### src/rtl/ps2_key_encoder_if.sv
// Signal bundle between the PS/2 front end and its consumer.
// The raw keyboard lines come in; the decoded key word and byte status go out.
interface ps2_key_encoder_if;
  logic        ps2_clk;
  logic        ps2_data;
  logic [10:0] ps2_key;
  logic        byte_stb;
  logic [7:0]  byte_data;
  logic        err_parity;
  logic        err_frame;

  modport master (
    input  ps2_clk, ps2_data,
    output ps2_key, byte_stb, byte_data, err_parity, err_frame
  );

  modport slave (
    output ps2_clk, ps2_data,
    input  ps2_key, byte_stb, byte_data, err_parity, err_frame
  );
endinterface

### src/rtl/ps2_key_encoder.sv
// Host-side PS/2 keyboard receiver: conditions the raw lines, deserialises 11-bit
// frames and turns scancode-set-2 sequences into the toggle-event ps2_key word.
module ps2_key_encoder #(
  parameter int FILT_LEN    = 8,
  parameter int TIMEOUT_CYC = 24000
) (
  input  logic              clk_sys,
  input  logic              reset_n,
  ps2_key_encoder_if.master bus
);

  localparam int FILT_W = $clog2(FILT_LEN + 1);
  localparam int TOUT_W = $clog2(TIMEOUT_CYC + 1);
  localparam logic [FILT_W-1:0] FILT_LAST = FILT_W'(FILT_LEN - 1);
  localparam logic [TOUT_W-1:0] TOUT_LAST = TOUT_W'(TIMEOUT_CYC - 1);
  localparam logic [3:0]        STOP_BIT  = 4'd9;

  typedef enum logic {
    ST_IDLE,
    ST_SHIFT
  } rx_state_t;

  // Input conditioning
  logic              clk_meta, clk_sync;
  logic              data_meta, data_sync;
  logic              clk_filt, clk_filt_d;
  logic [FILT_W-1:0] filt_cnt;
  logic              fall;

  // Receiver
  rx_state_t         state, state_next;
  logic [3:0]        bit_cnt;
  logic [8:0]        shift_reg;
  logic [TOUT_W-1:0] tout_cnt;
  logic              frame_end;
  logic              tout_hit;
  logic              parity_ok;
  logic              stop_ok;
  logic              frame_good;

  // Status and decoder
  logic              byte_stb_q;
  logic [7:0]        byte_data_q;
  logic              err_parity_q;
  logic              err_frame_q;
  logic [10:0]       key_q;
  logic              ext_q;
  logic              rel_q;
  logic [2:0]        skip_q;

  // NOTE: both lines are asynchronous to clk_sys; nothing may look at them
  // before they have passed through two flops.
  always_ff @(posedge clk_sys) begin
    if (!reset_n) begin
      clk_meta  <= 1'b1;
      clk_sync  <= 1'b1;
      data_meta <= 1'b1;
      data_sync <= 1'b1;
    end else begin
      clk_meta  <= bus.ps2_clk;
      clk_sync  <= clk_meta;
      data_meta <= bus.ps2_data;
      data_sync <= data_meta;
    end
  end

  // The filtered clock follows the synced one only after FILT_LEN agreeing samples,
  // so short glitches on a long keyboard cable never produce a sample edge.
  always_ff @(posedge clk_sys) begin
    if (!reset_n) begin
      clk_filt   <= 1'b1;
      clk_filt_d <= 1'b1;
      filt_cnt   <= '0;
    end else begin
      clk_filt_d <= clk_filt;
      if (clk_sync == clk_filt) begin
        filt_cnt <= '0;
      end else if (filt_cnt == FILT_LAST) begin
        clk_filt <= clk_sync;
        filt_cnt <= '0;
      end else begin
        filt_cnt <= filt_cnt + 1'b1;
      end
    end
  end

  assign fall = clk_filt_d & ~clk_filt;

  // NOTE: sequential state is updated only with non-blocking assignments so every
  // flop sees the pre-edge value of every other flop.
  always_ff @(posedge clk_sys) begin
    if (!reset_n) begin
      state <= ST_IDLE;
    end else begin
      state <= state_next;
    end
  end

  // NOTE: every signal written here gets a default first, otherwise paths that
  // skip an assignment would infer a latch.
  always_comb begin
    state_next = state;
    frame_end  = 1'b0;
    tout_hit   = 1'b0;
    case (state)
      ST_IDLE: begin
        if (fall && !data_sync) begin
          state_next = ST_SHIFT;
        end
      end
      ST_SHIFT: begin
        if (fall) begin
          if (bit_cnt == STOP_BIT) begin
            state_next = ST_IDLE;
            frame_end  = 1'b1;
          end
        end else if (tout_cnt == TOUT_LAST) begin
          state_next = ST_IDLE;
          tout_hit   = 1'b1;
        end
      end
      default: state_next = ST_IDLE;
    endcase
  end

  // Data bits 0..7 then parity are shifted in from the top, so after nine edges
  // shift_reg holds {parity, data[7:0]}; the stop bit is judged live from data_sync.
  always_ff @(posedge clk_sys) begin
    if (!reset_n) begin
      bit_cnt   <= '0;
      shift_reg <= '0;
      tout_cnt  <= '0;
    end else begin
      if (state == ST_IDLE || fall) begin
        tout_cnt <= '0;
      end else begin
        tout_cnt <= tout_cnt + 1'b1;
      end

      if (state == ST_IDLE) begin
        bit_cnt <= '0;
      end else if (fall && bit_cnt != STOP_BIT) begin
        shift_reg <= {data_sync, shift_reg[8:1]};
        bit_cnt   <= bit_cnt + 1'b1;
      end
    end
  end

  // Odd parity: data plus parity bit must carry an odd number of ones.
  assign parity_ok  = ^shift_reg;
  assign stop_ok    = data_sync;
  assign frame_good = frame_end & parity_ok & stop_ok;

  always_ff @(posedge clk_sys) begin
    if (!reset_n) begin
      byte_stb_q   <= 1'b0;
      byte_data_q  <= '0;
      err_parity_q <= 1'b0;
      err_frame_q  <= 1'b0;
    end else begin
      byte_stb_q   <= frame_good;
      err_parity_q <= frame_end & ~parity_ok;
      err_frame_q  <= tout_hit | (frame_end & parity_ok & ~stop_ok);
      if (frame_good) begin
        byte_data_q <= shift_reg[7:0];
      end
    end
  end

  // Scancode decoder: runs one cycle behind byte_stb on the already-latched byte.
  // An E1 swallows the remaining seven bytes of the Pause sequence.
  always_ff @(posedge clk_sys) begin
    if (!reset_n) begin
      key_q  <= '0;
      ext_q  <= 1'b0;
      rel_q  <= 1'b0;
      skip_q <= '0;
    end else if (err_parity_q || err_frame_q) begin
      ext_q <= 1'b0;
      rel_q <= 1'b0;
    end else if (byte_stb_q) begin
      if (skip_q != 3'd0) begin
        skip_q <= skip_q - 1'b1;
      end else begin
        case (byte_data_q)
          8'hE1: skip_q <= 3'd7;
          8'hE0: ext_q  <= 1'b1;
          8'hF0: rel_q  <= 1'b1;
          8'hAA, 8'hFA, 8'hEE, 8'hFE, 8'h00, 8'hFF: begin
            ext_q <= 1'b0;
            rel_q <= 1'b0;
          end
          default: begin
            key_q <= {~key_q[10], ~rel_q, ext_q, byte_data_q};
            ext_q <= 1'b0;
            rel_q <= 1'b0;
          end
        endcase
      end
    end
  end

  assign bus.ps2_key    = key_q;
  assign bus.byte_stb   = byte_stb_q;
  assign bus.byte_data  = byte_data_q;
  assign bus.err_parity = err_parity_q;
  assign bus.err_frame  = err_frame_q;

endmodule
### src/flat_wrapper.sv
// flat-port wrapper written by rule: the top's interface ports become plain ports
module ps2_key_encoder_flat 
#(
  parameter int FILT_LEN    = 8,
  parameter int TIMEOUT_CYC = 24000
)
  (clk_sys, reset_n, bus_ps2_clk, bus_ps2_data, bus_ps2_key, bus_byte_stb, bus_byte_data, bus_err_parity, bus_err_frame);
  ps2_key_encoder_if bus_i ();
  input  logic clk_sys;
  input  logic reset_n;
  input wire logic [$bits(bus_i.ps2_clk)-1:0] bus_ps2_clk;
  input wire logic [$bits(bus_i.ps2_data)-1:0] bus_ps2_data;
  output wire logic [$bits(bus_i.ps2_key)-1:0] bus_ps2_key;
  output wire logic [$bits(bus_i.byte_stb)-1:0] bus_byte_stb;
  output wire logic [$bits(bus_i.byte_data)-1:0] bus_byte_data;
  output wire logic [$bits(bus_i.err_parity)-1:0] bus_err_parity;
  output wire logic [$bits(bus_i.err_frame)-1:0] bus_err_frame;
  assign bus_i.ps2_clk = bus_ps2_clk;
  assign bus_i.ps2_data = bus_ps2_data;
  assign bus_ps2_key = bus_i.ps2_key;
  assign bus_byte_stb = bus_i.byte_stb;
  assign bus_byte_data = bus_i.byte_data;
  assign bus_err_parity = bus_i.err_parity;
  assign bus_err_frame = bus_i.err_frame;
  ps2_key_encoder #(.FILT_LEN(FILT_LEN), .TIMEOUT_CYC(TIMEOUT_CYC)) u_core (.clk_sys(clk_sys), .reset_n(reset_n), .bus(bus_i));
endmodule
### config.mk
export PLATFORM = sky130hd
export DESIGN_NAME = ps2_key_encoder_flat
export DESIGN_NICKNAME = d
export VERILOG_FILES = /design/src/rtl/ps2_key_encoder_if.sv /design/src/rtl/ps2_key_encoder.sv /design/src/flat_wrapper.sv
export SDC_FILE = /design/constraint.sdc
export NUM_CORES = 1
export LEC_CHECK = 0
export CAP_MARGIN = 20
export CORE_MARGIN = 3
export CORE_UTILIZATION = 56
export DETAILED_ROUTE_END_ITERATION = 10
export HOLD_SLACK_MARGIN = 0.15
export PLACE_DENSITY = 0.8
export SLEW_MARGIN = 20
export SYNTH_ARGS = -nofsm -noshare
export SYNTH_HDL_FRONTEND = slang
export SYNTH_SLANG_ARGS = --single-unit
export TNS_END_PERCENT = 5
### constraint.sdc
create_clock -name clk_sys -period 2.1 [get_ports clk_sys]
set_clock_uncertainty 0.1 [all_clocks]
set_input_delay 0.42 -clock clk_sys [delete_from_list [all_inputs] [get_ports clk_sys]]
set_output_delay 0.42 -clock clk_sys [all_outputs]
set_load 0.01 [all_outputs]
## Word-level counts from Yosys, hierarchy flattened

Cells that the tools add are included.

- Logic and storage cells: 92
- Register bits: 66
- Bits of input ports: 4
- Output and inout port bits: 22

- Muxes and demuxes: 15
- Eq/ne operators: 13
- Bitwise gates (word level): 19
- Reductions and logical operators: 22
- Add/sub/neg operators: 4

Operators by type and width:

| cell | count |
|---|---|
| $eq A8 B8 Y1 const B | 8 |
| $add A15 B1 Y15 const B | 1 |
| $eq A15 B15 Y1 const B | 1 |
| $not A1 Y1 | 13 |
| $mux W1 | 10 |
| $reduce_and A3 Y1 | 3 |
| $reduce_or A9 Y1 | 1 |
| $reduce_xor A9 Y1 | 1 |
| $add A4 B1 Y4 const B | 2 |
| $logic_not A8 Y1 | 1 |
| $reduce_or A2 Y1 | 4 |
| $mux W3 | 2 |
| $pmux W1 S2 | 3 |
| $reduce_and A2 Y1 | 3 |
| $and A1 B1 Y1 | 5 |
| $eq A4 B3 Y1 const B | 1 |
| $eq A4 B4 Y1 const B | 1 |
| $ne A4 B4 Y1 const B | 1 |
| $reduce_and A4 Y1 | 1 |
| $reduce_bool A3 Y1 | 1 |
| $reduce_or A3 Y1 | 1 |
| $sub A3 B1 Y3 const B | 1 |
| $logic_and A1 B1 Y1 | 2 |
| $logic_or A1 B1 Y1 | 2 |
| other kinds (4) | 4 |

## Longest topological paths before layout

Gate-level depths: netlist (run 1).

- Depth in word-level cells: 7
- Mapped depth: 8
- Gate-level depth less buffers: 7

## Worst setup path after synthesis (run 1)

OpenSTA, ideal clock, no wires.

- Path type: register to register
- Start: register u_core.byte_data_q[0] (netlist: u_core.bus.byte_data[0])
- End: register u_core.key_q[1] (netlist: u_core.bus.ps2_key[1])
- Period minus slack after synthesis: 1.796 ns
- Slack: 0.304 ns
- Data required time: 1.930 ns
- Arrival: 1.625 ns
- Buffers on the path: 2
- Cell stages (with the launch flop): 7
- Cells stage by stage: dfxtp_1 clkbuf_2 or4_4 o31ai_2 buf_4 o21ai_0 a21oi_1

- Longest elaborated chain between the ends: 4
- Elaborated cells on any way between the ends: 12
- Those cells by class: eq/ne (8); bitwise (1); reduce/logical (3)

RTL lines:

| element | line | RTL |
|---|---|---|
| from (decl) | ps2_key_encoder.sv:43 | `logic [7:0] byte_data_q;` |
| from (signal assigned) | ps2_key_encoder.sv:165 | `byte_data_q <= shift_reg[7:0];` |
| $eq A8 B8 Y1 or $logic_not A8 Y1 (tied branches) | ps2_key_encoder.sv:185 | `case (byte_data_q)` |
| $reduce_or A9 Y1 (no line) (*) | -- |  |
| $not A1 Y1 (no line) (*) | -- |  |
| $reduce_and A4 Y1 (no line) (*) | -- |  |
| to (signal assigned) | ps2_key_encoder.sv:194 | `key_q <= {~key_q[10], ~rel_q, ext_q, byte_data_q};` |
| to (decl) | ps2_key_encoder.sv:46 | `logic [10:0] key_q;` |

Every way passes the cells marked *; elsewhere a longest branch is shown, timed or not.
A chain may end at the register's enable or synchronous reset.

## Final worst setup path (run 1)

- Start: register u_core.byte_data_q[0] (netlist: u_core.bus.byte_data[0])
- End: output bus_byte_data[0]

RTL lines:

| element | line | RTL |
|---|---|---|
| to (decl) | flat_wrapper.sv:15 | `output wire logic [$bits(bus_i.byte_data)-1:0] bus_byte_data;` |

No word-level cell between the ends.

==> results of run 1 <==
cell usage after synthesis, types with 2 or more instances:
| cell type | number |
|---|---|
| nor4b_1 | 2 |
| dfxtp_1 | 66 |
| nand4_1 | 5 |
| nor3_1 | 5 |
| nand2b_1 | 6 |
| nand3_1 | 29 |
| ha_1 | 6 |
| nor2_1 | 41 |
| inv_1 | 10 |
| and2_1 | 3 |
| xor2_1 | 12 |
| mux2i_1 | 10 |
| and3_1 | 5 |
| a21oi_1 | 15 |
| a211oi_1 | 3 |
| or3_1 | 4 |
| clkbuf_1 | 8 |
| xnor2_1 | 11 |
| and3b_2 | 2 |
| nand2_1 | 20 |
| buf_2 | 2 |
| nand3b_1 | 2 |
| o21ai_0 | 19 |
how the worst max path moves through the flow:
stage / cells after the start / slack (ps) / to
after CTS: 2 / 30 / bus_byte_data[4]
after global placement: 4 / 260 / u_core.bus.byte_data[5]$_SDFFE_PN0P_
final: 1 / 120 / bus_byte_data[0]
after detailed placement: 7 / 220 / u_core.shift_reg[4]$_SDFFE_PN0P_
after global routing: 5 / 20 / u_core.bus.byte_data[1]$_SDFFE_PN0P_
after floorplan: 6 / 300 / u_core.bus.ps2_key[1]$_SDFFE_PN0P_
layout make-up:
cell class / count / area, µm²
inverters: 10 / 37.5
clock inverters: 1 / 30.0
repair buffers: 35 / 325
well taps: 67 / 83.8
flip-flops and latches: 66 / 1320
multi-input cells: 221 / 1390
fillers: 395 / 1410
clock buffers: 15 / 186
power by group through the flow:
stage / registers [mW] / logic (mW) / clock network, mW
floorplan: 1.29 / 0.0177 / 0
global placement: 1.29 / 0.0283 / 0
detailed placement: 1.29 / 0.0285 / 0
CTS: 1.26 / 0.0285 / 1.15
global route: 1.26 / 0.0318 / 1.21
finish: 1.26 / 0.0281 / 1.13
per-stage QoR:
step	hold slack, ps	std cells	power (mW)	instance area [µm²]	worst slack [ps]
4_1_cts	320	415	2.44	3370	26.2
3_3_place_gp	288	399	1.31	3150	257
2_1_floorplan	286	311	1.30	2810	304
5_1_grt	341	415	2.50	3370	20.8
3_5_place_dp	305	399	1.31	3150	219
6_report	312	415	2.41	3370	119
routing by layer:
| layer | up-vias | track usage (%) |
|---|---|---|
| met1 | 1017 | 20.9 |
| met4 | 0 | 11.4 |
| met3 | 12 | 4.93 |
| met2 | 36 | 31.7 |
| li1 | 1140 | - |
| met5 | - | 0 |
kinds of logic after synthesis:
| family | synth area share [%] |
|---|---|
| and+or+nand+nor | 23.2 |
| xor gates and xnor gates | 8.94 |
| buffers and inverters | 3.74 |
| DFF | 47.0 |
| muxes | 4.36 |
| AOI/OAI and AO/OA | 10.1 |
| adders and majority gates | 2.67 |
repair_timing:
action | 4_1_cts | 5_1_grt
endpoints found under the setup margin | 0 | 1
resized for setup | 0 | 1
hold buffers | 0 | 0
layout by cell type (no fill, tap or decap), types with 2 or more instances in the layout:
cell and instances:
clkdlybuf4s50_1 25, xor2_1 12, nor4b_1 2, o21ai_0 19, and3_1 5, dfxtp_1 65
a21oi_1 15, and3b_2 2, and2_1 3, clkbuf_8 13, nand3b_1 2, mux2i_1 10
xnor2_1 11, nand2b_1 6, nor2_1 41, nor3_1 5, nand3_1 29, nand4_1 5
inv_1 10, buf_4 10, ha_1 6, nand2_1 20, or3_1 4, a211oi_1 3
clkbuf_1 2
==> summary.md, run 1 <==
| Metric | Value |
|---|---|
| Status | `complete, no violations` |
| Yosys top cell by area | `dfxtp_1` |
| Drt pass-1 iters | `4` |
| Antenna-violating nets left | `0` |
| Slew Viols, Final | `0` |
| Number of global-route vias before repair | `2104` |
| Top cells by area, synth | `dfxtp_1 (47%), nor2_1 (5.5%), nand3_1 (5.2%)` |
| CP Launch Type | `register` |
| Initial antenna violation count | `0` |
| Pin count of the biggest net entering global routing | `25` |
| Unrepaired setup endpoints after global routing | `false` |
| R2r startpoint | `u_core.bus.byte_data[1]$_SDFFE_PN0P_` |
| Hold Crit Class | `reg2reg` |
| Total GRT Usage | `18.7%` |
| First-pass GRT wire length | `8900 µm` |
| Final setup viols | `0` |
| DR iter-0 viols | `66` |
| Die area | `5910 µm²` |
| Drc violations | `0` |
| Max incr delay on CP | `600 ps` |
| Cell row count | `25` |
| Worst reg2reg path depth | `5` |
| Chip width | `76.9 µm` |
| Worst-Margin Slew | `711 ps` |
| Synth async-reset ratio | `0%` |
| Root Driver | `clkbuf_8` |
| Cells after Synth | `311` |
| Share of the synthesized area in the top cell type | `47.0%` |
| Sequential share of power | `52.1%` |
| Int Pwr | `1.95 mW` |
| Initial Utilization | `58.8%` |
| Slew headroom | `52.6%` |
| Routed length on met1 | `2320 µm` |
| Worst path top cell family by delay | `buffers and inverters` |
| Hold endpoint | `u_core.data_sync$_SDFF_PN1_` |
| CP max FO | `10` |
| Seq/Total Area, Yosys | `47.0%` |
| Flop2flop setup slack | `210 ps` |
| Predominant post-synthesis flop cell | `dfxtp_1` |
| Worst-path clk slew | `70 ps` |
| CP endpoint kind | `output pin` |
| Post-CTS repair timing setup buffer count | `0` |
| Synth warnings | `0` |
| Final hold violation count | `0` |
| Post-synth net total | `321` |
| Hold path cells | `1` |
| PD cells | `716 nW/µm²` |
| Tmin final | `1980 ps` |
| Setup TNS | `0 ps` |
| Kind of critical path | `reg2out` |
| Crit path buf inv count | `1` |
| Total number of vias | `2205` |
| Met2 routed WL | `2510 µm` |
| Die height | `76.9 µm` |
| Wire per inst | `12.4 µm` |
| Vias/cell | `5.31` |
| Post-synthesis cell type count | `48` |
| Final core utilization | `70.5%` |
| Synth Cell Area | `2810 µm²` |
| H-Tree Level Count | `3` |
| Max-cap viol count | `0` |
| Ratio of cells with drive above 1 in the final layout | `9.48%` |
| Clock latency on the worst-skew pair | `330 ps` |
| Yosys reg bits | `66` |
| Worst setup path startpoint | `u_core.bus.byte_data[0]$_SDFFE_PN0P_` |
| CTS tree | `yes` |
| Post-route clock period utilization | `94.3%` |
| Hold path startpoint | `u_core.data_meta$_SDFF_PN1_` |
| RR Endpoint | `u_core.skip_q[0]$_SDFFE_PN0P_` |
| Core area | `4790 µm²` |
| Worst Path Required | `1580 ps` |
| Total Wirelength | `5130 µm` |
| Clock network power share | `46.7%` |
| Clock sink total | `66` |
| Max Used Layer | `met4` |
| Area Overhead vs Synth | `19.9%` |
| FMAX | `505 MHz` |
| Crit path cell chain | `clkdlybuf4s50_1` |
| Sw Pwr | `0.467 mW` |
| Comb power frac | `1.2%` |
| Largest register FFs | `15` |
| Post-synth EDFFs | `0` |
| LEAKAGE | `1.26 nW` |
| Dpl hpwl | `3650 µm` |
| # diodes | `0` |
| Sw Share | `19.4%` |
| Avg Cell Area, Syn | `9.04 µm²` |
| DR WL met3 | `178 µm` |
| WP data arrival | `1460 ps` |
| CTS Buf Count | `9` |
| PortBufs | `25` |
| Final nets | `353` |
| Overflow after GRT | `0` |
| Slowest-stage cell, CP | `clkdlybuf4s50_1` |
| Max clock buf depth | `2` |
| Peak supply drop | `554 µV` |
| Final GP Congestion | `0.729` |
| Top-level I/O count | `26` |
No activity file was read; power rests on OpenSTA's default activity.
==> run 2: changes to the inputs <==
- CORE_MARGIN: 3 -> 8
==> summary.md, run 2 (synthesis results as in run 1) <==
| Metric | Value |
|---|---|
| CTS tree | `yes` |
| Slew Viols, Final | `0` |
| Clock sink total | `66` |
| CP max FO | `10` |
| Die area | `7550 µm²` |
| Int Pwr | `1.96 mW` |
| Crit path buf inv count | `1` |
| Worst-path clk slew | `70 ps` |
| First-pass GRT wire length | `8720 µm` |
| Initial antenna violation count | `0` |
| Max clock buf depth | `2` |
| CTS Buf Count | `9` |
| Final WS setup | `96.0 ps` |
| Most frequent cells in the layout | `dfxtp_1 (65), nor2_1 (41), nand3_1 (29)` |
| Tmin final | `2000 ps` |
| Total number of vias | `2213` |
| Post-cts hold buffer count | `0` |
| Setup TNS | `0 ps` |
| Max-cap viol count | `0` |
| Placed cells | `396` |
| Wire per inst | `12.6 µm` |
| Tot Pwr | `2.44 mW` |
| Pin count of the biggest net entering global routing | `25` |
| Sw Share | `19.6%` |
| Clock network power share | `47.3%` |
| Drc violations | `0` |
| PortBufs | `25` |
| LEAKAGE | `1.24 nW` |
| Area Overhead vs Synth | `19.2%` |
| Max incr delay on CP | `620 ps` |
| Final GP Congestion | `0.749` |
| Crit path cell chain | `clkdlybuf4s50_1` |
| Core area | `4790 µm²` |
| FMAX | `499 MHz` |
| Clock latency on the worst-skew pair | `340 ps` |
| Antenna-violating nets left | `0` |
| Sequential share of power | `51.5%` |
| Worst Path Required | `1580 ps` |
| Kind of critical path | `reg2out` |
| Worst path top cell family by delay | `buffers and inverters` |
| Sw Pwr | `0.480 mW` |
| Cell row count | `25` |
| Final setup viols | `0` |
| H-Tree Level Count | `3` |
| Fillers | `392` |
| Final nets | `350` |
| CP Launch Type | `register` |
| Commonest non-fill, non-tap cell in the layout | `dfxtp_1` |
| Initial Utilization | `58.8%` |
| Drt pass-1 iters | `4` |
| Overflow after GRT | `0` |
| Top-level I/O count | `26` |
| DR iter-0 viols | `113` |
| Comb power frac | `1.2%` |
| Die height | `86.9 µm` |
| CP endpoint kind | `output pin` |
| PD cells | `729 nW/µm²` |
| Total Wirelength | `5180 µm` |
| WP data arrival | `1480 ps` |
| DP Worst Slack | `216 ps` |
| Unrepaired setup endpoints after global routing | `false` |
| Layout Cells excl Fill | `412` |
| Largest register FFs | `15` |
| Vias/cell | `5.37` |
| Post-route clock period utilization | `95.4%` |
| Hold Crit Class | `reg2reg` |
| Worst-Margin Slew | `721 ps` |
| Total GRT Usage | `14.4%` |
| Final hold violation count | `0` |
| Number of global-route vias before repair | `2030` |
| Slew headroom | `51.9%` |
| Final core utilization | `70.0%` |
| Ratio of cells with drive above 1 in the final layout | `8.99%` |
| Chip width | `86.9 µm` |
| Slowest-stage cell, CP | `clkdlybuf4s50_1` |
| Dpl hpwl | `3700 µm` |
| Status | `complete, no violations` |
| # diodes | `0` |
| Peak supply drop | `407 µV` |
| Root Driver | `clkbuf_8` |
==> run 2: cell types whose count changed in the layout (fill, tap and decap cells not counted), sizes merged <==
| cell | change |
|---|---|
| buf | -3 |
| bufinv | +1 |
| clkbuf | -4 |
| clkinv | +2 |
| clkinvlp | +1 |
==> run 2: layout make-up <==
cell class	instances	area, µm²	share of cell area (%)
clock buffers	11	141	4.22
clock inverters	5	77.6	2.31
repair buffers	32	303	9.03
flip-flops and latches	66	1320	39.5
inverters	10	37.5	1.12
multi-input cells	221	1390	41.4
well taps	67	83.8	2.50
==> run 2: what timing repair did <==
| item | 4_1_cts | 5_1_grt |
|---|---|---|
| resized for setup | 1 | 0 |
| buffers inserted | 0 | 0 |
| endpoints found under the setup margin | 1 | 0 |
==> run 2: worst register-to-register path, delay by kind of cell, from the launching register on <==
kind | cells | cell delay (ps)
AOI/OAI and AO/OA | 4 | 850
buffers and inverters | 1 | 240
DFF | 1 | 360
and+or+nand+nor | 1 | 270
==> run 2: per-layer routing <==
metal | vias up | wire [µm] | track usage [%]
met5 | - | 0 | 0
met4 | 0 | 108 | 7.04
met3 | 10 | 215 | 4.53
met2 | 30 | 2430 | 24.0
met1 | 1043 | 2420 | 16.1
li1 | 1130 | - | -
==> run 2: power by group through the flow <==
stage	clock network, mW	registers, mW	logic (mW)
floorplan	0	1.29	0.0177
global placement	0	1.29	0.0282
detailed placement	0	1.29	0.0290
CTS	1.18	1.26	0.0291
global route	1.24	1.26	0.0319
finish	1.16	1.26	0.0284
==> run 2: path summary, 6_finish.rpt <==
| check | slack, ps | cells after the start | end | startpoint |
|---|---|---|---|---|
| worst min register to register | 310 | 1 | u_core.data_sync$_SDFF_PN1_ | u_core.data_meta$_SDFF_PN1_ |
| worst max-delay path | 100 | 1 | bus_byte_data[0] | u_core.bus.byte_data[0]$_SDFFE_PN0P_ |
| worst max register to register | 200 | 6 | u_core.bus.ps2_key[6]$_SDFFE_PN0P_ | u_core.bus.byte_data[1]$_SDFFE_PN0P_ |
| worst min-delay path | 310 | 1 | u_core.data_sync$_SDFF_PN1_ | u_core.data_meta$_SDFF_PN1_ |
==> run 2: through the flow <==
step / cell area (µm²) / hold slack (ps)
2_1_floorplan: 2810 / 286
4_1_cts: 3350 / 313
6_report: 3350 / 308
5_1_grt: 3350 / 330
3_5_place_dp: 3130 / 295
3_3_place_gp: 3130 / 290
